**config.mk**
```make
export PLATFORM = sky130hd
export DESIGN_NAME = ssd_scan_ctrl
export DESIGN_NICKNAME = d
export VERILOG_FILES = /design/src/rtl/ssd_scan_ctrl_pkg.sv /design/src/rtl/ssd_decode_hex.sv /design/src/rtl/ssd_scan_ctrl.sv
export SDC_FILE = /design/constraint.sdc
export NUM_CORES = 1
export LEC_CHECK = 0
export BUFFER_PORTS_ARGS = -buffer_cell sky130_fd_sc_hd__clkbuf_2
export CAP_MARGIN = 20
export CORE_MARGIN = 5
export CORE_UTILIZATION = 61
export CTS_BUF_LIST = sky130_fd_sc_hd__clkbuf_4 sky130_fd_sc_hd__clkbuf_8
export DETAILED_ROUTE_END_ITERATION = 10
export PLACE_DENSITY = 0.84
export SLEW_MARGIN = 20
export SYNTH_ARGS = -nofsm -noshare
export SYNTH_HDL_FRONTEND = slang
export SYNTH_HIERARCHICAL = 1
export SYNTH_SLANG_ARGS = --single-unit
```
**constraint.sdc**
```tcl
create_clock -name CLK -period 3.6 [get_ports CLK]
set_input_delay 0.18 -clock CLK [delete_from_list [all_inputs] [get_ports CLK]]
set_output_delay 0.18 -clock CLK [all_outputs]
set_load 0.01 [all_outputs]
```
**src/rtl/ssd_scan_ctrl_pkg.sv**
```systemverilog
// Shared seven-segment definitions: digit count, segment bit order,
// slot FSM states and the hex glyph table.
package ssd_scan_ctrl_pkg;

   localparam int unsigned NUM_DIGITS = 4;
   localparam int unsigned NIB_W      = 4;
   localparam int unsigned SEG_W      = 7;

   // Segment bit positions within a glyph (bit0 = a ... bit6 = g).
   localparam int unsigned SEG_A = 0;
   localparam int unsigned SEG_B = 1;
   localparam int unsigned SEG_C = 2;
   localparam int unsigned SEG_D = 3;
   localparam int unsigned SEG_E = 4;
   localparam int unsigned SEG_F = 5;
   localparam int unsigned SEG_G = 6;

   typedef enum logic {
      ST_BLANK = 1'b0,
      ST_SHOW  = 1'b1
   } slot_state_t;

   // Active-high glyphs, bit order gfedcba.
   function automatic logic [SEG_W-1:0] hex_glyph(input logic [NIB_W-1:0] nib);
      logic [SEG_W-1:0] g;
      case (nib)
         4'h0:    g = 7'h3F;
         4'h1:    g = 7'h06;
         4'h2:    g = 7'h5B;
         4'h3:    g = 7'h4F;
         4'h4:    g = 7'h66;
         4'h5:    g = 7'h6D;
         4'h6:    g = 7'h7D;
         4'h7:    g = 7'h07;
         4'h8:    g = 7'h7F;
         4'h9:    g = 7'h6F;
         4'hA:    g = 7'h77;
         4'hB:    g = 7'h7C;
         4'hC:    g = 7'h39;
         4'hD:    g = 7'h5E;
         4'hE:    g = 7'h79;
         default: g = 7'h71;
      endcase
      return g;
   endfunction

endpackage

```
**src/rtl/ssd_decode_hex.sv**
```systemverilog
// Combinational hex nibble to seven-segment glyph decoder.
module ssd_decode_hex
   import ssd_scan_ctrl_pkg::*;
(
   input  logic [NIB_W-1:0] nibble,
   output logic [SEG_W-1:0] seg
);

   // Table lookup from the shared glyph function.
   always_comb begin
      seg = hex_glyph(nibble);
   end

endmodule

```
**src/rtl/ssd_scan_ctrl.sv**
```systemverilog
// Four-digit multiplexed seven-segment scan controller with per-slot
// anti-ghost blanking, leading-zero suppression and frame-aligned
// double-buffered display data.
module ssd_scan_ctrl
   import ssd_scan_ctrl_pkg::*;
#(
   parameter int unsigned CLK_HZ       = 16000000,
   parameter int unsigned SLOT_HZ      = 1000,
   parameter int unsigned BLANK_CYCLES = 16
) (
   input  logic                        CLK,
   input  logic                        RST,
   input  logic [NUM_DIGITS*NIB_W-1:0] value,
   input  logic                        load,
   input  logic [NUM_DIGITS-1:0]       dp,
   input  logic                        blank_lz,
   input  logic [NUM_DIGITS-1:0]       digit_en,
   output logic [SEG_W-1:0]            seg,
   output logic                        seg_dp,
   output logic [NUM_DIGITS-1:0]       dig_sel,
   output logic                        frame_done
);

   localparam int unsigned DIV = CLK_HZ / SLOT_HZ;
   localparam int unsigned CW  = (DIV > 1) ? $clog2(DIV) : 1;

   if (DIV <= BLANK_CYCLES || DIV < 2) begin : g_bad_div
      $error("ssd_scan_ctrl: slot length must exceed BLANK_CYCLES and be at least 2");
   end

   slot_state_t                  state;
   logic [CW-1:0]                cnt;
   logic [CW-1:0]                cnt_nxt;
   logic [1:0]                   idx;

   logic [NUM_DIGITS*NIB_W-1:0]  pend_val;
   logic [NUM_DIGITS-1:0]        pend_dp;
   logic                         pend_lz;
   logic [NUM_DIGITS*NIB_W-1:0]  act_val;
   logic [NUM_DIGITS-1:0]        act_dp;
   logic                         act_lz;

   logic                         last;
   logic                         wrap;
   logic                         suppress;
   logic                         visible;
   logic [NIB_W-1:0]             nib;
   logic [NUM_DIGITS*NIB_W-1:0]  upper;
   logic [SEG_W-1:0]             glyph;

   // Slot position decode and visibility of the current digit.
   always_comb begin
      last     = (cnt == CW'(DIV - 1));
      wrap     = last && (idx == 2'd3);
      cnt_nxt  = last ? '0 : cnt + 1'b1;
      nib      = act_val[{idx, 2'b00} +: NIB_W];
      // Current nibble and everything above it, shifted down.
      upper    = act_val >> {idx, 2'b00};
      suppress = act_lz && (idx != 2'd0) && !act_dp[idx] && (upper == '0);
      visible  = (state == ST_SHOW) && digit_en[idx] && !suppress;
   end

   ssd_decode_hex u_decode (
      .nibble (nib),
      .seg    (glyph)
   );

   // Slot FSM, divider, display buffers and registered outputs.
   always_ff @(posedge CLK or posedge RST) begin
      if (RST) begin
         state      <= ST_BLANK;
         cnt        <= '0;
         idx        <= '0;
         pend_val   <= '0;
         pend_dp    <= '0;
         pend_lz    <= 1'b0;
         act_val    <= '0;
         act_dp     <= '0;
         act_lz     <= 1'b0;
         seg        <= '0;
         seg_dp     <= 1'b0;
         dig_sel    <= '0;
         frame_done <= 1'b0;
      end else begin
         cnt <= cnt_nxt;
         if (last) begin
            idx <= idx + 2'd1;
         end
         state <= (cnt_nxt < CW'(BLANK_CYCLES)) ? ST_BLANK : ST_SHOW;

         // Outputs reflect the state held during this cycle.
         seg        <= visible ? glyph : '0;
         seg_dp     <= visible && act_dp[idx];
         dig_sel    <= visible ? (4'b0001 << idx) : '0;
         // Registered one cycle early so the pulse lands on the wrap cycle.
         frame_done <= (cnt == CW'(DIV - 2)) && (idx == 2'd3);

         if (wrap) begin
            if (load) begin
               act_val <= value;
               act_dp  <= dp;
               act_lz  <= blank_lz;
            end else begin
               act_val <= pend_val;
               act_dp  <= pend_dp;
               act_lz  <= pend_lz;
            end
         end
         if (load) begin
            pend_val <= value;
            pend_dp  <= dp;
            pend_lz  <= blank_lz;
         end
      end
   end

endmodule

```
==> results of run 1 <==
[power groups by stage]
stage	combinational (mW)	clock (mW)	sequential, mW
global route	0.156	0.900	0.872
floorplan	0.0954	0	0.881
finish	0.141	0.847	0.868
CTS	0.144	0.858	0.869
detailed placement	0.142	0	0.884
global placement	0.135	0	0.882
[state kept, by name, summed over array words and instances (netlist names)]
signal / cells
seg_dp: 1
act_lz: 1
pend_lz: 1
idx: 2
frame_done: 1
state: 1
act_dp: 4
cnt: 14
act_val: 16
seg: 7
pend_dp: 4
dig_sel: 4
pend_val: 16
[repair_timing]
item,in CTS,in global routing
buffers inserted,0,0
hold buffers,1,0
endpoints found under the hold margin,36,0
[worst max path at each step]
stage | to | slack [ns] | cells past startpoint
after floorplan | seg[3]$_DFF_PP0_ | 1.41 | 7
after detailed placement | seg[3]$_DFF_PP0_ | 1.09 | 6
after CTS | seg[3]$_DFF_PP0_ | 1.07 | 6
after global placement | seg[3]$_DFF_PP0_ | 1.23 | 6
final | seg[3]$_DFF_PP0_ | 1.06 | 6
after global routing | seg[3]$_DFF_PP0_ | 0.95 | 6
[cell families after synthesis]
logic type      Yosys count  synth area share
compound gates           14            0.0277
buf+inv                  25            0.0364
mux                      56             0.210
fa+ha+maj                13            0.0468
xor+xnor                 14            0.0353
flops                    72             0.519
simple gates             75             0.125
[cell type report]
type / instances / area (um^2)
timing repair buffer: 43 / 225
fill: 362 / 1540
multi-input combinational: 172 / 1550
inverter: 11 / 41.3
clock inverter: 7 / 143
sequential: 72 / 1800
tap: 72 / 90.1
clock buffer: 9 / 124
[worst reg2reg max path, stage by stage (launching register included)]
cell and delay (ns):
dfrtp_1 0.66, mux4_2 0.65, inv_1 0.16, ha_1 0.26, inv_1 0.06, mux4_1 0.48
and2_1 0.16
[metal layers]
layer	part of all wire	up-vias	track usage
met5	0	-	0
met4	0.022	0	0.0691
met3	0.047	14	0.0563
met2	0.53	54	0.338
met1	0.40	1105	0.230
li1	-	1018	-
[cell usage in the layout, fill, tap and decap left out, types with 2 or more instances in the layout]
cell	instances
xor2_1	4
nand2b_1	2
or2_2	2
mux2i_1	4
nor3_1	3
mux2_4	6
and3_1	2
bufinv_16	4
inv_1	10
mux2_2	39
xnor2_1	10
a21oi_1	4
nand4_1	2
nor2_1	18
and2_1	12
clkbuf_8	9
mux4_2	6
ha_1	13
nand3_1	6
dfrtp_1	72
buf_4	2
nand2_1	8
clkbuf_2	40
nor4_1	9
o21ai_0	3
nand4b_1	2
nor2b_1	2
==> results.md, run 1 <==
* Vias in the first global route at approximately 2.4k
* Seq pwr share at 0.468
* DIE AREA at 0.00731 mm^2
* Leak at about 1.8 nW
* Final hold slack at ~0.08 ns
* Nets at between 300 and 400
* Ys Warns at 6
* Final setup violation count at 0
* Drt initial violations at between 150 and 200
* Comb pwr share at 0.076
* Slew Limit Headroom at 0.477
* Max cap viols at 0
* Via count at around 2.2k
* Syn-to-layout area delta at 14.3%
* Share of the synthesized area in the top cell type at 0.519
* CORE AREA at 0.00551 mm^2
* Gpl congestion at between 0.8 and 0.9
* PortBufs at 40
* Crit path kind: reg -> reg
* Worst Hold Path Cells at 2
* Post-layout min period at roughly 2.5 ns
* Inst Count DP at ~370
* CP Cell Sequence: mux4_2, inv_1, ha_1, inv_1, mux4_1, and2_1
* Initial Util at 0.631
* Final Max Tran Viols at 0
* Dpl cell area at ~0.0037 mm^2
* Worst Hold End: pend_dp[0]$_DFF_PP0_
* Worst R2R End: seg[3]$_DFF_PP0_
* Max Fclk at 394 MHz
* Non-Filler Instances at between 300 and 400
* Synth Area per Inst at 12.9 um^2
* CTS sink cnt at roughly 70
* WP data required at roughly 3.9 ns
* CP max stage delay at 0.66 ns
* I/O Pins at about 40
* Worst Tran Pin Value at around 0.8 ns
* DRC at 0
* Synth unique cells at 42
* Cell taking the most area after synthesis: dfrtp_1
* Clock Tree Buf Depth at 2
* WL per Instance at 17.2 um
* Pin count of the biggest net entering global routing at 38
* FFs w/ async S/R, synth at 1.00
* CTS tree: built
* Worst hold path class: in -> reg
* WP buf/inv at 2
* Post-Route WL at between 6 and 7 mm
* Synth Flop Type: dfrtp_1
* Finished Core Util at 0.721
* Die width at ~85 um
* DP HPWL at between 4 and 5 mm
* Die height at approximately 85 um
* Slowest-stage cell, CP: dfrtp_1
* Register area share after synthesis at 0.519
* Share of layout cells above drive strength 1 at 0.373
* Via density at 5.68
* Drt first pass iters at 4
* Crit start category: register
* CP top delay family: multiplexers
* Mapped cell area at 0.00347 mm^2
* Htree depth at 3
* Leading cell types by count after synthesis: dfrtp_1, mux2_2, nor2_1
* Internal at about 1.5 mW
* Max VDD drop at around 430 uV
* Cells after synthesis at between 200 and 300
* Post-CTS Resized at 0
* Fin crit share at 0.705
* CP Capture Type: register
* Clock-pin slew on the worst setup and hold paths at approximately 0.09 ns
* Post-synth EDFFs at 0
* Hold Startpoint: dp[0]
* Row count at 27
* Total CTS buffers at 9
* Final hold vios at 0
* Worst R2R Start: idx[0]$_DFFE_PP0N_
* RSZ-0062 raised after global routing: false
* Antenna diodes at 0
* Post-route cell area at 0.00397 mm^2
* Clock latency on the worst-skew pair at roughly 0.35 ns
* Reg2Reg Setup Slack at 1.06 ns
* Max Clock Skew at ~0.013 ns
* Syn_nets at 310
* Post-Place Setup Slack at around 1.1 ns
* Setup TNS at 0 ns
* GRT Overall Usage at 0.195
* Sw Pwr at approximately 0.40 mW
* Most numerous cell in the Yosys netlist: dfrtp_1
* Antenna viol nets, final at 0
* Initial antenna violation count at 0
* Critical Path Source: idx[0]$_DFFE_PP0N_
* Total grt overflow at 0
* Clock network power share at 0.456
* First-pass GRT wire length at 11.0 mm
* PnR Total Power at 1.86 mW
* Pwr dens at 467 mW/mm^2
* Top cells by area, synth: dfrtp_1, mux2_2, ha_1, mux4_2, mux2_4
* Reg2Reg Depth at 6
* Outcome: finished, final reports clean
* Critical-path maximum fanout at 10
* Switching share of total power at 0.216
* CP dominant cell by count: inv_1
* CTS root buffer: clkbuf_8
* Yosys reg bits at 72
* Crit path arrival time at between 2 and 3 ns
* Final worst slack at between 1 and 1.5 ns
(Power assumes the default switching activity.)
==> inputs of run 2 (changes only) <==
- ABC_AREA: unset -> 1
- CORE_UTILIZATION: 61 -> 55
- PLACE_DENSITY: 0.84 -> 0.8
- clock period: 3.6 -> 2.1 ns (I/O delays scaled with it)
==> run 2 against run 1 <==
Effect of this change: sequential share of layout area fell by 2.7 points; synthesized cell count increased by 55%; cell count increased by 45%; total power increased by 51%; routed wire length increased by 13%; sequential cell count unchanged; via count is 31% higher; worst setup slack worse by 0.87 ns; sequential power is 66% higher; combinational power rose by 14%; clock skew down 0.0077 ns; final area rose by 6.4%; largest cell class unchanged; largest power group unchanged; highest routed layer unchanged.
==> results.md, run 2 <==
* First-pass GRT wire length at 13.1 mm (+19%)
* Antenna viol nets, final at 0 (unchanged)
* Register area share after synthesis at 0.504 (-0.0149)
* Mapped cell area at 0.00358 mm^2 (+3.0%)
* Regs by FF count: act_val x16, pend_val x16, cnt x14
* CTS tree: built
* CTS sink cnt at 72 (unchanged)
* Clock latency on the worst-skew pair at 0.35 ns (about the same)
* WP data required at 2.33 ns (-1.52 ns)
* Outcome: finished, final reports clean
* Pin count of the biggest net entering global routing at 73 (+92%)
* Gpl congestion at 0.889 (-0.17%)
* Max Fclk at 525 MHz (+33%)
* Via density at 5.13 (-9.6%)
* Nets at 519 (+48%)
* Inst Count DP at 529 (+43%)
* Clock-pin slew on the worst setup and hold paths at 0.08 ns (about the same)
* Post-synth EDFFs at 0 (unchanged)
* Slew Limit Headroom at 0.659 (+0.182)
* Final setup violation count at 0 (unchanged)
* CP Capture Type: register
* Synth Flop Type: dfrtp_1
* Post-layout min period at 1.90 ns (-0.632 ns)
* Share of layout cells above drive strength 1 at 0.203 (-0.170)
* Vias in the first global route at 2970 (+26%)
* Max cap viols at 0 (unchanged)
* I/O Pins at 41 (unchanged)
* Final Max Tran Viols at 0 (unchanged)
* Final hold vios at 0 (unchanged)
* Max VDD drop at 469 uV (+9.6%)
* Synth unique cells at 25 (-40%)
* PnR Total Power at 2.81 mW (+51%)
* Most frequent cells in the layout: nand2_1, dfrtp_1, inv_1
* Crit start category: register
* CTS root buffer: clkbuf_8
* Row count at 29 (+7.4%)
* Leak at 2.19 nW (+19%)
* Top cells by area, synth: dfrtp_1, nand2_1, mux2_2, inv_1, ha_1
* Total grt overflow at 0 (unchanged)
* Setup TNS at 0 ns (unchanged)
* GRT Overall Usage at 0.196 (+0.00107)
* PortBufs at 40 (unchanged)
* Non-Filler Instances at 560 (+45%)
* Crit path kind: reg -> reg
* Commonest non-fill, non-tap cell in the layout: nand2_1
* Worst R2R Start: cnt[1]$_DFF_PP0_
* Antenna diodes at 0 (unchanged)
* Max Clock Skew at 0.00570 ns (-0.00768 ns)
* Fin crit share at 0.907 (+0.202)
* Drt initial violations at 170 (+9.7%)
* WL per Instance at 13.3 um (-22%)
* Worst hold path class: in -> reg
* Synth Area per Inst at 8.56 um^2 (-34%)
* Reg2Reg Setup Slack at 0.20 ns (-0.87 ns)
* Critical-path maximum fanout at 12 (+2)
* Worst Tran Pin Value at 0.512 ns (-0.269 ns)
* Clock Tree Buf Depth at 2 (unchanged)
* Hold Startpoint: value[7]
* Die height at 90.6 um (+6.1%)
* FFs w/ async S/R, synth at 1.00 (unchanged)
* Die width at 90.6 um (+6.1%)
* Leading cell types by count after synthesis: nand2_1, dfrtp_1, inv_1
* Drt first pass iters at 4 (unchanged)
* Htree depth at 3 (unchanged)
* Worst R2R End: act_val[6]$_DFFE_PP0P_
* Post-Route WL at 7.46 mm (+13%)
* Critical Path Sink: act_val[6]$_DFFE_PP0P_
* Total CTS buffers at 9 (unchanged)
* Crit path arrival time at 2.14 ns (-0.64 ns)
* Pwr dens at 665 mW/mm^2 (+42%)
* Cells after synthesis at 418 (+55%)
* Most numerous cell in the Yosys netlist: nand2_1
* DRC at 0 (unchanged)
* Share of the synthesized area in the top cell type at 0.504 (-0.0149)
* CORE AREA at 0.00635 mm^2 (+15%)
* Syn_nets at 459 (+48%)
* Initial antenna violation count at 0 (unchanged)
* DIE AREA at 0.00822 mm^2 (+12%)
* Syn-to-layout area delta at 18.1%
* Ys Warns at 6 (unchanged)
* Yosys reg bits at 72 (unchanged)
* Cell taking the most area after synthesis: dfrtp_1
* Finished Core Util at 0.665 (-0.0560)
* DP HPWL at 5.10 mm (+9.0%)
* Via count at 2873 (+31%)
* Reg2Reg Depth at 7 (+1)
* Critical Path Source: cnt[1]$_DFF_PP0_
* Initial Util at 0.563 (-0.0676)
==> run 2: changes by cell type after synthesis, sizes merged, moves of 4 or more <==
cell	previous run	this run
nand3	6	30
mux2i	4	0
mux2	45	21
o21ai	3	26
nand2	9	132
inv	11	52
and2	12	0
nor4	10	1
xnor2	10	0
mux4	7	0
a21oi	4	0
nor2	18	45
==> run 2: worst min-delay path by stage <==
stage	cells past startpoint	end
2_1_floorplan	1	pend_lz$_DFF_PP0_
3_3_place_gp	3	seg[3]$_DFF_PP0_
3_5_place_dp	3	seg[3]$_DFF_PP0_
4_1_cts	2	pend_dp[1]$_DFF_PP0_
5_1_grt	2	pend_val[0]$_DFF_PP0_
6_report	2	pend_val[7]$_DFF_PP0_
==> run 2: kinds of logic after synthesis <==
group | after synthesis | share of synthesized area
XOR/XNOR | 4 | 0.00979
multiplexers | 21 | 0.0661
flip-flops | 72 | 0.504
AO/OA/AOI/OAI | 31 | 0.0483
adder cells (fa/ha/maj) | 13 | 0.0455
AND/OR/NAND/NOR | 214 | 0.250
buffers and inverters | 63 | 0.0762
==> run 2: layout make-up <==
class / instances / area, um^2
clock buffers: 9 / 124
well taps: 77 / 96.3
repair buffers: 60 / 400
inverters: 52 / 200
clock inverters: 7 / 95.1
multi-input cells: 283 / 1510
fillers: 514 / 2130
flip-flops and latches: 72 / 1800
==> run 2: routing by layer <==
layer | track usage | vias up | wire (um)
met4 | 0.100 | 0 | 161
li1 | - | 1433 | -
met5 | 0 | - | 0
met2 | 0.332 | 76 | 3780
met1 | 0.238 | 1349 | 3150
met3 | 0.0342 | 15 | 364
==> run 2: where the power goes <==
part           switching (mW)  internal [mW]
combinational          0.0786         0.0826
clock                   0.536          0.670
sequential             0.0114           1.43
==> run 2: stage by stage <==
stage          hold WS (ns)  instance area [um^2]  worst slack, ns
4_1_cts            0.000672                  4220            0.146
5_1_grt             0.00964                  4220        -0.000313
6_report             0.0117                  4220            0.196
3_3_place_gp          0.191                  3850            0.276
2_1_floorplan         0.273                  3580            0.170
3_5_place_dp          0.196                  3850            0.189
==> run 2: critical path: stages (launching register included) <==
cell	delay, ns
dfrtp_1	0.41
ha_1	0.28
nand3_1	0.18
inv_2	0.16
nand4_4	0.18
buf_4	0.22
o21ai_0	0.26
nand2_1	0.10
==> run 2: what timing repair did <==
item | in CTS | in global routing
buffers inserted | 0 | 0
hold buffers | 15 | 0
endpoints found under the setup margin | 0 | 2
gates resized for setup | 0 | 5
hold endpoints to repair | 86 | 0
